[src/rtl/icg_cell_if.sv]
// Bundle of enable/control inputs and gated-clock/statistics outputs for an icg_cell bank.
interface icg_cell_if #(
    parameter int unsigned NUM_GATES = 1,
    parameter int unsigned CNT_W     = 16
);
    logic [NUM_GATES-1:0]       en;
    logic                       tst_en;
    logic                       cnt_clr;
    logic [NUM_GATES-1:0]       clkg;
    logic [NUM_GATES-1:0]       en_lat;
    logic [NUM_GATES*CNT_W-1:0] gated_cnt;

    modport master (
        output en, tst_en, cnt_clr,
        input  clkg, en_lat, gated_cnt
    );

    modport slave (
        input  en, tst_en, cnt_clr,
        output clkg, en_lat, gated_cnt
    );
endinterface

[src/rtl/icg_cell.sv]
// Bank of latch-based clock gates with test bypass, reset force-on, optional
// post-enable hold and saturating per-channel gated-edge counters.
module icg_cell #(
    parameter int unsigned NUM_GATES   = 1,
    parameter int unsigned HOLD_CYCLES = 0,
    parameter int unsigned CNT_W       = 16
) (
    input  logic        clk,
    input  logic        rst,
    icg_cell_if.slave   bus
);

    localparam int unsigned HOLD_W = 8;

    logic [NUM_GATES-1:0] hold_act;
    logic [NUM_GATES-1:0] en_eff;
    logic [NUM_GATES-1:0] en_lat;

    logic [CNT_W-1:0] cnt_q [NUM_GATES];
    logic [CNT_W-1:0] cnt_d [NUM_GATES];

    // Hold keeps a gate open for HOLD_CYCLES edges after its enable falls
    if (HOLD_CYCLES > 0) begin : g_hold
        logic [HOLD_W-1:0] hold_cnt_q [NUM_GATES];
        logic [HOLD_W-1:0] hold_cnt_d [NUM_GATES];

        always_comb begin
            for (int unsigned i = 0; i < NUM_GATES; i++) begin
                hold_cnt_d[i] = hold_cnt_q[i];
                hold_act[i]   = (hold_cnt_q[i] != '0);
                if (bus.en[i]) begin
                    hold_cnt_d[i] = HOLD_W'(HOLD_CYCLES);
                end else if (hold_cnt_q[i] != '0) begin
                    hold_cnt_d[i] = hold_cnt_q[i] - HOLD_W'(1);
                end
            end
        end

        always_ff @(posedge clk) begin
            for (int unsigned i = 0; i < NUM_GATES; i++) begin
                if (rst) begin
                    hold_cnt_q[i] <= '0;
                end else begin
                    hold_cnt_q[i] <= hold_cnt_d[i];
                end
            end
        end
    end else begin : g_no_hold
        assign hold_act = '0;
    end

    assign en_eff = bus.en | {NUM_GATES{bus.tst_en | rst}} | hold_act;

    // Transparent in the low phase so the high pulse can never be cut short
    always_latch begin
        if (!clk) begin
            en_lat <= en_eff;
        end
    end

    assign bus.en_lat = en_lat;
    assign bus.clkg   = {NUM_GATES{clk}} & en_lat;

    // Count edges where the gate was closed; clear wins over increment
    always_comb begin
        for (int unsigned i = 0; i < NUM_GATES; i++) begin
            cnt_d[i] = cnt_q[i];
            if (bus.cnt_clr) begin
                cnt_d[i] = '0;
            end else if (!en_lat[i] && (cnt_q[i] != '1)) begin
                cnt_d[i] = cnt_q[i] + CNT_W'(1);
            end
        end
    end

    always_ff @(posedge clk) begin
        for (int unsigned i = 0; i < NUM_GATES; i++) begin
            if (rst) begin
                cnt_q[i] <= '0;
            end else begin
                cnt_q[i] <= cnt_d[i];
            end
        end
    end

    for (genvar g = 0; g < NUM_GATES; g++) begin : g_cnt_out
        assign bus.gated_cnt[g*CNT_W +: CNT_W] = cnt_q[g];
    end

endmodule

[src/flat_wrapper.sv]
// flat-port wrapper written by rule: the top's interface ports become plain ports
module icg_cell_flat 
#(
    parameter int unsigned NUM_GATES   = 1,
    parameter int unsigned HOLD_CYCLES = 0,
    parameter int unsigned CNT_W       = 16
)
  (clk, rst, bus_en, bus_tst_en, bus_cnt_clr, bus_clkg, bus_en_lat, bus_gated_cnt);
  icg_cell_if #(.NUM_GATES(NUM_GATES), .CNT_W(CNT_W)) bus_i ();
  input  logic clk;
  input  logic rst;
  input wire logic [$bits(bus_i.en)-1:0] bus_en;
  input wire logic [$bits(bus_i.tst_en)-1:0] bus_tst_en;
  input wire logic [$bits(bus_i.cnt_clr)-1:0] bus_cnt_clr;
  output wire logic [$bits(bus_i.clkg)-1:0] bus_clkg;
  output wire logic [$bits(bus_i.en_lat)-1:0] bus_en_lat;
  output wire logic [$bits(bus_i.gated_cnt)-1:0] bus_gated_cnt;
  assign bus_i.en = bus_en;
  assign bus_i.tst_en = bus_tst_en;
  assign bus_i.cnt_clr = bus_cnt_clr;
  assign bus_clkg = bus_i.clkg;
  assign bus_en_lat = bus_i.en_lat;
  assign bus_gated_cnt = bus_i.gated_cnt;
  icg_cell #(.NUM_GATES(NUM_GATES), .HOLD_CYCLES(HOLD_CYCLES), .CNT_W(CNT_W)) u_core (.clk(clk), .rst(rst), .bus(bus_i));
endmodule
[config.mk]
export PLATFORM = sky130hd
export DESIGN_NAME = icg_cell_flat
export DESIGN_NICKNAME = d
export VERILOG_FILES = /design/src/rtl/icg_cell_if.sv /design/src/rtl/icg_cell.sv /design/src/flat_wrapper.sv
export SDC_FILE = /design/constraint.sdc
export NUM_CORES = 1
export LEC_CHECK = 0
export CORE_UTILIZATION = 50
export CTS_CLUSTER_SIZE = 30
export DETAILED_ROUTE_END_ITERATION = 10
export PLACE_DENSITY_LB_ADDON = 0.1
export SLEW_MARGIN = 25
export SYNTH_ARGS = -nofsm -noshare
export SYNTH_HDL_FRONTEND = slang
export SYNTH_SLANG_ARGS = --single-unit
[constraint.sdc]
create_clock -name clk -period 2.75 [get_ports clk]
set_input_delay 0.4125 -clock clk [delete_from_list [all_inputs] [get_ports clk]]
set_output_delay 0.4125 -clock clk [all_outputs]
set_load 0.01 [all_outputs]
* After elaboration in Yosys (flattened, before gate mapping) *
Memory sizes are Yosys's and may differ from the RTL's.
Cells that the tools add are included.

storage, ports and cells
  bits in registers = 0
  latch bits = 1
  RAM bits = 16
  ROM bits = 0
  input port bits = 5
  output and inout port bits = 18
  logic and storage cells = 18
  memories kept = 1

memories
  name          words  width  rd ports  clocked after Yosys merged registers in  wr ports  RTL line        source
  u_core.cnt_q  1      16     1         0                                        1         icg_cell.sv:19  logic [CNT_W-1:0] cnt_q [NUM_GATES];

cells by class
  add/subtract/negate cells = 1
  multiply operators = 0
  div/mod/pow operators = 0
  order comparisons = 0
  eq/ne operators = 1
  shift operators = 0
  muxes and demuxes = 8
  bitwise logic cells = 3
  reduce and logical (&&, ||, !) cells = 3

operators by type and width
  kind                                            count
  2-to-1 mux 16 bit                               3
  adder 16 x 1 -> 16 bit (second input constant)  1
  inequality test 16 bit (second input constant)  1
  OR reduction 16 bit                             1
  2-to-1 mux 1 bit                                5
  bitwise OR 1 bit                                2
  AND 1 bit                                       1
  logical AND 1 bit                               1
  logical NOT 1 bit                               1

* Longest topological paths before layout *
An unclocked memory read counts as a cell.

  word-level depth = 6
  depth in mapped cells = 5
  mapped depth without buffers = 5

==> run_results.csv <==
group,metric,value,unit
run_status,status,"finished, violations left",
run_status,violations,"DRC, setup timing",
finish,finish.net_count,140,
finish,filler_cell_count,93,
setup_path,crit_type,"latch -> reg",
logic_synthesis,synth.top_cells.by_area,"sky130_fd_sc_hd__dfxtp_1, sky130_fd_sc_hd__a21oi_1, sky130_fd_sc_hd__nand2_1, sky130_fd_sc_hd__nand4_1, sky130_fd_sc_hd__or3_1",
logic_synthesis,synth_largest_type_area_fraction,37.37,%
sta,rsz_0062_raised_after_global_routing,"yes",
routing,remaining_drc_errors,6,
finish,area_delta_synth_final,47.88,%
floorplanning,die_area,0.001884,mm²
cts,cts_hold_buf,0,
placement,dpl.hpwl,1524,µm
power_and_ir_drop,pwr-share-comb,4.8,%
logic_synthesis,synthesis.area,857.1,µm²
sta,smallest_hold_slack,0.5296,ns
setup_path,critPathArrivalTime,3.27,ns
finish,layout.cells.most_common_list,"sky130_fd_sc_hd__clkdlybuf4s50_1, sky130_fd_sc_hd__dfxtp_1, sky130_fd_sc_hd__nand2_1",
logic_synthesis,syn-num-nets,103,
sta,max_slew_violation_total_from_the_final_report,0,
hold_path,worst_hold_depth,2,
global_routing,grt_antenna_before_repair,0,
routing,wirelength,2383,µm
sta,setup_ws,-0.2195,ns
routing,dr.pass1.iters,7,
routing,via_count,971,
logic_synthesis,ys_async_sr_fraction,0,%
placement,io_buffers,22,
logic_synthesis,yosys.area.top_type,"sky130_fd_sc_hd__dfxtp_1",
logic_synthesis,number_of_enable_type_register_cells_in_the_synthesized_netlist,0,
hold_path,min_path_type,"reg -> reg",
cts,cts.clk_slew.worst_paths,0.10,ns
sta,worst_pin_slew,0.9141,ns
routing,wl_per_cell,15.99,µm
sta,setup-tns-final,-0.6580,ns
floorplanning,die_height,43.40,µm
finish,register_area,336.6,µm²
setup_path,critical_path.max_fanout,3,
finish,layout_commonest_cell,"sky130_fd_sc_hd__clkdlybuf4s50_1",
global_routing,grt_usage,27.50,%
setup_path,logic_depth_of_the_worst_register_to_register_path,6,
floorplanning,die_span_in_x,43.40,µm
logic_synthesis,synth.lib_cells_used.distinct,39,
power_and_ir_drop,power_density,416.9,mW/mm²
floorplanning,floorplan.core_area,0.001559,mm²
power_and_ir_drop,power_frac_clock,49.1,%
routing,drt-initial-drc-count,58,
routing,drt.antenna.violating_nets,0,
flow_run,max-cap-violations,0,
floorplanning,row_count,14,
cts,clk_latency,0.42,ns
power_and_ir_drop,leakagePower,0.4307,nW
floorplanning,floorplan.initialDensity,54.98,%
sta,finalHoldViolations,0,
global_routing,grt_start_max_net_pins,13,
finish,diodes,0,
setup_path,timing.critical_path.from_type,"latch",
setup_path,critical_path.endpoint_type,"register",
finish,final_layout_size_suffix_gt1_share,24.81,%
logic_synthesis,syn_avg_cell_area,8.836,µm²
sta,worst_slew_margin_rel,38.50,%
global_routing,grt-ovfl-total,0,
sta,worst_clock_skew,0.008095,ns
finish,multi_input_comb_area,568.0,µm²
logic_synthesis,yosysWarningCount,0,
power_and_ir_drop,power.share.sequential,46.1,%
power_and_ir_drop,swShare,25.91,%
power_and_ir_drop,total_switching_power,0.1369,mW
global_routing,wire_length_of_the_first_global_routing_pass,3801,µm
power_and_ir_drop,max-vdd-ir-drop,0.0003640,V
logic_synthesis,yosys_register_bits,17,
global_routing,vias_in_the_first_global_route,876,
cts,tritoncts_clock_tree,"yes",
placement,place.gp.congestion,0.8047,
setup_path,worst_ep_required_time,3.05,ns
sta,finalSetupViolations,9,
floorplanning,pin_count,23,
logic_synthesis,syn_inst,97,
routing,via_density_per_instance,6.517,
power_and_ir_drop,internal-power,0.3915,mW
logic_synthesis,postSynth.topFlopCell,"sky130_fd_sc_hd__dfxtp_1",
-- synthesized netlist by cell type (2+ instances only) --
| cell | n |
|---|---|
| sky130_fd_sc_hd__o311ai_0 | 2 |
| sky130_fd_sc_hd__or3_1 | 5 |
| sky130_fd_sc_hd__o41ai_1 | 2 |
| sky130_fd_sc_hd__o21ai_0 | 4 |
| sky130_fd_sc_hd__nand2_1 | 9 |
| sky130_fd_sc_hd__and2_1 | 2 |
| sky130_fd_sc_hd__a311oi_1 | 2 |
| sky130_fd_sc_hd__dfxtp_1 | 16 |
| sky130_fd_sc_hd__mux2i_1 | 2 |
| sky130_fd_sc_hd__nor3_1 | 2 |
| sky130_fd_sc_hd__nor4_1 | 4 |
| sky130_fd_sc_hd__nor2_1 | 7 |
| sky130_fd_sc_hd__nand4_1 | 5 |
| sky130_fd_sc_hd__nand3_1 | 3 |
| sky130_fd_sc_hd__a21oi_1 | 8 |
-- timing repair --
item	4_1_cts	5_1_grt
buffers inserted	3	2
pin swaps	4	5
setup endpoints to repair	5	12
gates resized for setup	9	18
-- final timing paths --
check,start,to,slack (ns)
max,u_core.bus.en_lat,u_core.cnt_q[0][13],-0.22
max reg2reg,u_core.bus.en_lat,u_core.cnt_q[0][13],-0.22
min,u_core.cnt_q[0][14],u_core.cnt_q[0][14],0.53
min reg2reg,u_core.cnt_q[0][14],u_core.cnt_q[0][14],0.53
-- per-layer routing --
layer	routed length, µm	vias up	global-route usage, %
li1	-	463	-
met1	991	454	32.55
met2	1168	46	42.73
met3	149	8	7.917
met4	74	0	19.38
met5	0	-	0
-- logic make-up (layout without fill, tap and decap cells) --
kind of cell | count (synthesis) | in the layout | synth area share [%]
compound gates | 27 | 27 | 22.19
mux | 2 | 2 | 2.336
latches | 1 | 1 | 1.751
xor+xnor | 2 | 2 | 2.044
simple gates | 46 | 46 | 31.97
fa+ha+maj | 1 | 1 | 1.460
flops | 16 | 16 | 37.37
buf+inv | 2 | 38 | 0.8751
-- critical path, stage by stage (launching register included) --
cell and delay (ns):
sky130_fd_sc_hd__dlxtn_2 0.29, sky130_fd_sc_hd__buf_6 0.11, sky130_fd_sc_hd__nand3b_1 0.15, sky130_fd_sc_hd__or4_4 0.43, sky130_fd_sc_hd__buf_6 0.13, sky130_fd_sc_hd__o21ai_0 0.26
sky130_fd_sc_hd__a21oi_2 0.10
-- per-stage QoR --
stage / power [mW] / area (µm²) / std cells / utilization (%) / setup WS, ns
2_1_floorplan: 0.2761 / 858.3 / 97 / - / -0.02190
3_3_place_gp: 0.3126 / 1117 / 137 / 71.67 / -0.08610
3_5_place_dp: 0.3130 / 1117 / 137 / 71.67 / -0.1004
4_1_cts: 0.4996 / 1194 / 147 / 76.57 / -0.1448
5_1_grt: 0.5461 / 1267 / 149 / 81.30 / -0.2274
6_report: 0.5284 / 1267 / 149 / 81.30 / -0.2195
-- power groups by stage --
| stage | combinational [mW] | clock, mW | sequential [mW] |
|---|---|---|---|
| after floorplan | 0.00868 | 0.0176 | 0.250 |
| after global placement | 0.0210 | 0.0422 | 0.249 |
| after detailed placement | 0.0213 | 0.0422 | 0.249 |
| after CTS | 0.0224 | 0.234 | 0.244 |
| after global routing | 0.0274 | 0.275 | 0.244 |
| final | 0.0255 | 0.259 | 0.244 |
-- registers in the layout (all words and copies together) (netlist names) --
name,cells
u_core.cnt_q,16
u_core.bus.en_lat,1
-- layout make-up --
type                            count  share of cell area [%]
Multi-Input combinational cell     78                   44.82
Sequential cell                    17                   26.55
Timing Repair Buffer               29                   21.82
Clock buffer                        8                   4.738
Tap cell                           16                   1.579
Inverter                            1                  0.4936
(Power assumes the default switching activity.)
==> RTL change 1: new RTL, same settings <==
`CNT_W` is set to 16 in 3 places; all go to 32.
--- a/src/rtl/icg_cell_if.sv
+++ b/src/rtl/icg_cell_if.sv
@@ -3,3 +3,3 @@
     parameter int unsigned NUM_GATES = 1,
-    parameter int unsigned CNT_W     = 16
+    parameter int unsigned CNT_W     = 32
 );
--- a/src/rtl/icg_cell.sv
+++ b/src/rtl/icg_cell.sv
@@ -5,3 +5,3 @@
     parameter int unsigned HOLD_CYCLES = 0,
-    parameter int unsigned CNT_W       = 16
+    parameter int unsigned CNT_W       = 32
 ) (
--- a/src/flat_wrapper.sv
+++ b/src/flat_wrapper.sv
@@ -5,3 +5,3 @@
     parameter int unsigned HOLD_CYCLES = 0,
-    parameter int unsigned CNT_W       = 16
+    parameter int unsigned CNT_W       = 32
 )
Ports: changed (resized bus_gated_cnt); port bits go from 23 to 39. The function was not compared with the original's and may differ.
==> RTL change 1 against the original RTL <==
- the run ends with setup timing left
- final area is 89% higher
- synthesized cell count is 100% higher
- area after synthesis is 92% higher
- total power is 69% higher
- wire length is 88% higher
- final cell count is 100% higher
- hold slack worse by 0.0034 ns
- setup slack worse by 0.062 ns
- sequential cell count is 16 higher
- highest routed layer unchanged
==> RTL change 1: results (changes against the original RTL) <==
| Metric | Value |
|---|---|
| Status | `finished, violations left` |
| Failing checks | `setup timing` |
| Setup TNS | `-4.08 ns (-3.42 ns)` |
| Initial antenna violation count | `0 (unchanged)` |
| Most instantiated cells after synthesis | `dfxtp_1, a21oi_1, or3_1, o21ai_0, nand2_1` |
| PortBufs | `38 (+73%)` |
| DRT Pass-1 Iters | `4 (-3)` |
| Syn. warnings | `0 (unchanged)` |
| WL/cell | `14.7 um (-8.2%)` |
| Iter 0 DRT Violations | `137 (+140%)` |
| Max Clock Skew | `0.0115 ns (+0.00344 ns)` |
| Setup ws final | `-0.281 ns (-0.0616 ns)` |
| Antenna-violating nets left | `0 (unchanged)` |
| Peak VDD IR | `0.320 mV (-12%)` |
| Number of global-route vias before repair | `1496 (+71%)` |
| Leak pwr | `0.000741 uW (+72%)` |
| Nets | `266 (+90%)` |
| Largest net degree at the start of global routing | `19 (+6)` |
| ANT cells | `0 (unchanged)` |
| Hold Crit Class | `reg -> reg` |
| Via count | `1869 (+92%)` |
| CP max-delay cell | `or4_1` |
| CP max stage delay | `0.51 ns (+0.08 ns)` |
| Unique masters post-synth | `41 (+5.1%)` |
| Largest regs | `u_core.cnt_q (32), u_core.bus.en_lat (1)` |
| Clk_lat worst skew | `0.44 ns (+0.02 ns)` |
| Share of layout cells above drive strength 1 | `0.218 (-0.0297)` |
| Worst path arrival time | `3.40 ns (+0.13 ns)` |
| First-pass GRT wire length | `6840 um (+80%)` |
| Gpl congestion | `0.847 (+5.3%)` |
| Ys async rst share | `0 (unchanged)` |
| Global-route usage over all layers | `0.259 (-0.0161)` |
| CTS Hold Bufs | `0 (unchanged)` |
| Synth top area cells | `dfxtp_1, a21oi_1, or3_1, o21ai_0, nand4_1` |
| DP Wirelength | `2870 um (+88%)` |
| Slew HR | `0.642 (+0.257)` |
| Top Family by Delay on Critical Path | `simple AND/OR/NAND/NOR gates` |
| Setup-failing EPs final | `30 (+21)` |
| Clock-pin slew on the worst setup and hold paths | `0.10 ns (about the same)` |
| Largest register FFs | `32 (+16)` |
| Layout fillers | `251 (+170%)` |
| Syn Nets | `204 (+98%)` |
RTL change 1: worst paths after layout:
path,startpoint,to,slack [ns],depth (start not counted)
max reg2reg,u_core.bus.en_lat,u_core.cnt_q[0][21],-0.28,5
min reg2reg,u_core.cnt_q[0][29],u_core.cnt_q[0][29],0.53,2
max,u_core.bus.en_lat,u_core.cnt_q[0][21],-0.28,5
min,u_core.cnt_q[0][29],u_core.cnt_q[0][29],0.53,2
RTL change 1: timing repair:
action / in CTS / in global routing
setup endpoints to repair: 20 / 31
pin swaps: 18 / 8
resized for setup: 19 / 16
buffers inserted: 9 / 3
RTL change 1: report_power, final:
| group | internal (uW) | switching, uW | total, uW |
|---|---|---|---|
| clock network | 191 | 191 | 382 |
| logic | 17.0 | 17.4 | 34.4 |
| registers | 474 | 1.08 | 475 |
RTL change 1: layout make-up:
| type | count | area (um^2) | share of cell area |
|---|---|---|---|
| inverter | 1 | 3.75 | 0.00157 |
| tap | 44 | 55.1 | 0.0230 |
| clock buffer | 12 | 82.6 | 0.0345 |
| multi-input combinational | 157 | 1020 | 0.427 |
| sequential | 33 | 657 | 0.275 |
| timing repair buffer | 58 | 572 | 0.239 |
RTL change 1: cell families (layout without fill, tap and decap cells):
logic type               after synthesis  in the layout  share of synthesized area
latches                                1              1                    0.00914
AO/OA/AOI/OAI                         55             55                      0.197
AND/OR/NAND/NOR                       96             96                      0.344
adder cells (fa/ha/maj)                1              1                    0.00761
XOR/XNOR                               4              4                     0.0213
multiplexers                           1              1                    0.00609
flip-flops                            32             32                      0.390
buffers and inverters                  8             71                     0.0259
RTL change 1: stage by stage:
stage | std cells | area, um^2 | power (uW) | setup slack, ns | util
global route | 305 | 2390 | 929 | -0.344 | 0.777
floorplan | 198 | 1660 | 516 | -0.242 | -
detailed placement | 283 | 2140 | 555 | -0.288 | 0.697
global placement | 283 | 2140 | 554 | -0.232 | 0.697
CTS | 303 | 2320 | 894 | -0.256 | 0.755
finish | 305 | 2390 | 892 | -0.281 | 0.777
RTL change 1: metal layers:
metal / vias to the layer above / GRT usage / wire, um / part of all wire
met2: 83 / 0.384 / 2170 / 0.49
met1: 884 / 0.351 / 1990 / 0.44
li1: 892 / - / - / -
met4: 0 / 0.109 / 77 / 0.017
met5: - / 0 / 0 / 0
met3: 10 / 0.0742 / 240 / 0.054
RTL change 1: worst min-delay path: cells and delay by family, from the launching register on:
family / cells / cell delay (ns)
flip-flops: 1 / 0.35
AO/OA/AOI/OAI: 2 / 0.15
==> RTL change 2: new RTL, same settings <==
Made on the original files. `HOLD_CYCLES` is set to 0 in 2 places; all go to 1.
--- a/src/rtl/icg_cell.sv
+++ b/src/rtl/icg_cell.sv
@@ -4,3 +4,3 @@
     parameter int unsigned NUM_GATES   = 1,
-    parameter int unsigned HOLD_CYCLES = 0,
+    parameter int unsigned HOLD_CYCLES = 1,
     parameter int unsigned CNT_W       = 16
--- a/src/flat_wrapper.sv
+++ b/src/flat_wrapper.sv
@@ -4,3 +4,3 @@
     parameter int unsigned NUM_GATES   = 1,
-    parameter int unsigned HOLD_CYCLES = 0,
+    parameter int unsigned HOLD_CYCLES = 1,
     parameter int unsigned CNT_W       = 16
Function: not checked (the comparison handles one clock edge and no latches or derived clocks); the edit may change what the design does.
==> RTL change 2 against the original RTL <==
- wire length is 49% higher
- final area rose by 46%
- setup slack got worse by 0.48 ns
- largest power group is now combinational cells
- total power rose to 2.6 times the old value
- clock power grew 20%
- sequential share of layout area grew 0.42 points
- synthesized cell count up 48%
- area after synthesis up 44%
- first-iteration DRC count rose by 6.9%
- sequential power rose by 91%
- sequential cell count is 8 higher
- the run ends with setup timing left
- critical path type unchanged
==> RTL change 2: results (changes against the original RTL) <==
| Metric | Value |
|---|---|
| Peak VDD IR | `0.999 mV (+170%)` |
| First-pass GRT wire length | `5310 um (+40%)` |
| Hold Crit Class | `reg -> reg` |
| PortBufs | `22 (unchanged)` |
| DRT Pass-1 Iters | `4 (-3)` |
| Share of layout cells above drive strength 1 | `0.296 (+0.0482)` |
| Global-route usage over all layers | `0.268 (-0.00749)` |
| Initial antenna violation count | `0 (unchanged)` |
| DP Wirelength | `2130 um (+40%)` |
| WHS Endpoint | `u_core.cnt_q[0][1]` |
| CP max-delay cell | `or4_4` |
| Largest regs | `u_core.cnt_q (16), u_core.g_hold.hold_cnt_q (8), u_core.bus.en_lat (1)` |
| Largest net degree at the start of global routing | `16 (+3)` |
| Iter 0 DRT Violations | `62 (+6.9%)` |
| Setup-failing EPs final | `19 (+10)` |
| Clock-pin slew on the worst setup and hold paths | `0.15 ns (+0.05 ns)` |
| Hold depth | `2 (unchanged)` |
| Synth top area cells | `dfxtp_1, nor2_1, xnor2_1, a21oi_1, nand4_1` |
| Syn Nets | `152 (+48%)` |
| Leak pwr | `0.000706 uW (+64%)` |
| Max FO, Critical Path | `3 (unchanged)` |
| RR Endpoint | `u_core.cnt_q[0][13]` |
| Ys async rst share | `0 (unchanged)` |
| Unique masters post-synth | `37 (-5.1%)` |
| Status | `finished, violations left` |
| Number of global-route vias before repair | `1139 (+30%)` |
| Gpl congestion | `0.777 (-3.5%)` |
| Pre-CTS setup slack | `-0.659 ns (-0.558 ns)` |
| Nets | `198 (+41%)` |
| Routed vias/inst | `6.24 (-4.2%)` |
| Worst r2r src | `u_core.bus.en_lat` |
| ANT cells | `0 (unchanged)` |
| Via count | `1355 (+40%)` |
| Worst slew pin tran | `0.825 ns (-0.0892 ns)` |
| Clk_lat worst skew | `0.45 ns (+0.03 ns)` |
| Most instantiated cells after synthesis | `dfxtp_1, nor2_1, nand2_1, a21oi_1` |
| Failing checks | `setup timing` |
| Cells after synthesis | `144 (+48%)` |
| Hold path startpoint | `u_core.cnt_q[0][1]` |
| WL final | `3540 um (+49%)` |
| Cells on worst reg2reg path | `5 (-1)` |
| Syn. warnings | `0 (unchanged)` |
| Setup ws final | `-0.699 ns (-0.480 ns)` |
| CP max stage delay | `0.49 ns (+0.06 ns)` |
| Max Clock Skew | `0.00544 ns (-0.00265 ns)` |
| WHS | `0.526 ns (-0.00337 ns)` |
| Sw frac | `0.346 (+0.0874)` |
| Worst path arrival time | `3.84 ns (+0.57 ns)` |
[RTL change 2: layout make-up]
cell class,instances,area (um^2)
Timing Repair Buffer,41,395
Fill cell,130,425
Clock buffer,7,56.3
Tap cell,28,35.0
Clock inverter,1,7.51
Inverter,5,18.8
Sequential cell,25,499
Multi-Input combinational cell,110,838
[RTL change 2: worst max-delay path: cells and delay by family (launching register included)]
family | cells | cell delay, ns
latches | 2 | 0.27
AND/OR/NAND/NOR | 3 | 1.11
AO/OA/AOI/OAI | 1 | 0.14
[RTL change 2: metrics by stage]
stage	util	instance area [um^2]	TNS [ns]	total power (uW)
after floorplan	-	1240	-2.78	837
after global placement	0.682	1550	-5.17	970
after detailed placement	0.682	1550	-5.72	997
after CTS	0.777	1770	-6.74	1340
after global routing	0.813	1850	-9.98	1440
final	0.813	1850	-8.71	1360
[RTL change 2: kinds of logic (layout without fill, tap and decap cells)]
logic type                 after synthesis  after routing  share of synthesized area
AOI/OAI and AO/OA                       28             28                      0.153
xor gates and xnor gates                 8              8                     0.0567
adders and majority gates                3              3                     0.0304
buffers and inverters                    9             54                     0.0274
DFF                                     24             24                      0.389
latches                                  1              1                     0.0122
muxes                                    2              2                     0.0162
and+or+nand+nor                         69             69                      0.315
[RTL change 2: metal layers]
| layer | global-route usage | vias to the layer above | part of all wire | routed length (um) |
|---|---|---|---|---|
| li1 | - | 627 | - | - |
| met5 | 0 | - | 0 | 0 |
| met3 | 0.0409 | 5 | 0.059 | 208 |
| met4 | 0.126 | 0 | 0.012 | 44 |
| met2 | 0.416 | 60 | 0.49 | 1740 |
| met1 | 0.360 | 663 | 0.44 | 1550 |
[RTL change 2: power groups by stage]
stage | Sequential, uW | Clock [uW] | Combinational, uW
after global routing | 470 | 335 | 633
after detailed placement | 470 | 46.3 | 481
final | 467 | 312 | 584
after CTS | 464 | 312 | 565
after global placement | 465 | 46.3 | 459
after floorplan | 465 | 20.4 | 352
[RTL change 2: worst max path at each step]
stage,endpoint,cells after the start,startpoint
after CTS,u_core.cnt_q[0][11],6,u_core.bus.en_lat
after detailed placement,u_core.cnt_q[0][15],4,u_core.bus.en_lat
after floorplan,u_core.cnt_q[0][15],4,u_core.bus.en_lat
after global routing,u_core.cnt_q[0][13],5,u_core.bus.en_lat
after global placement,u_core.cnt_q[0][15],4,u_core.bus.en_lat
final,u_core.cnt_q[0][13],5,u_core.bus.en_lat
[RTL change 2: what timing repair did]
item	in CTS	in global routing
setup endpoints to repair	18	19
gates cloned	1	0
buffers inserted	7	3
gates resized for setup	36	12
pin swaps	16	6
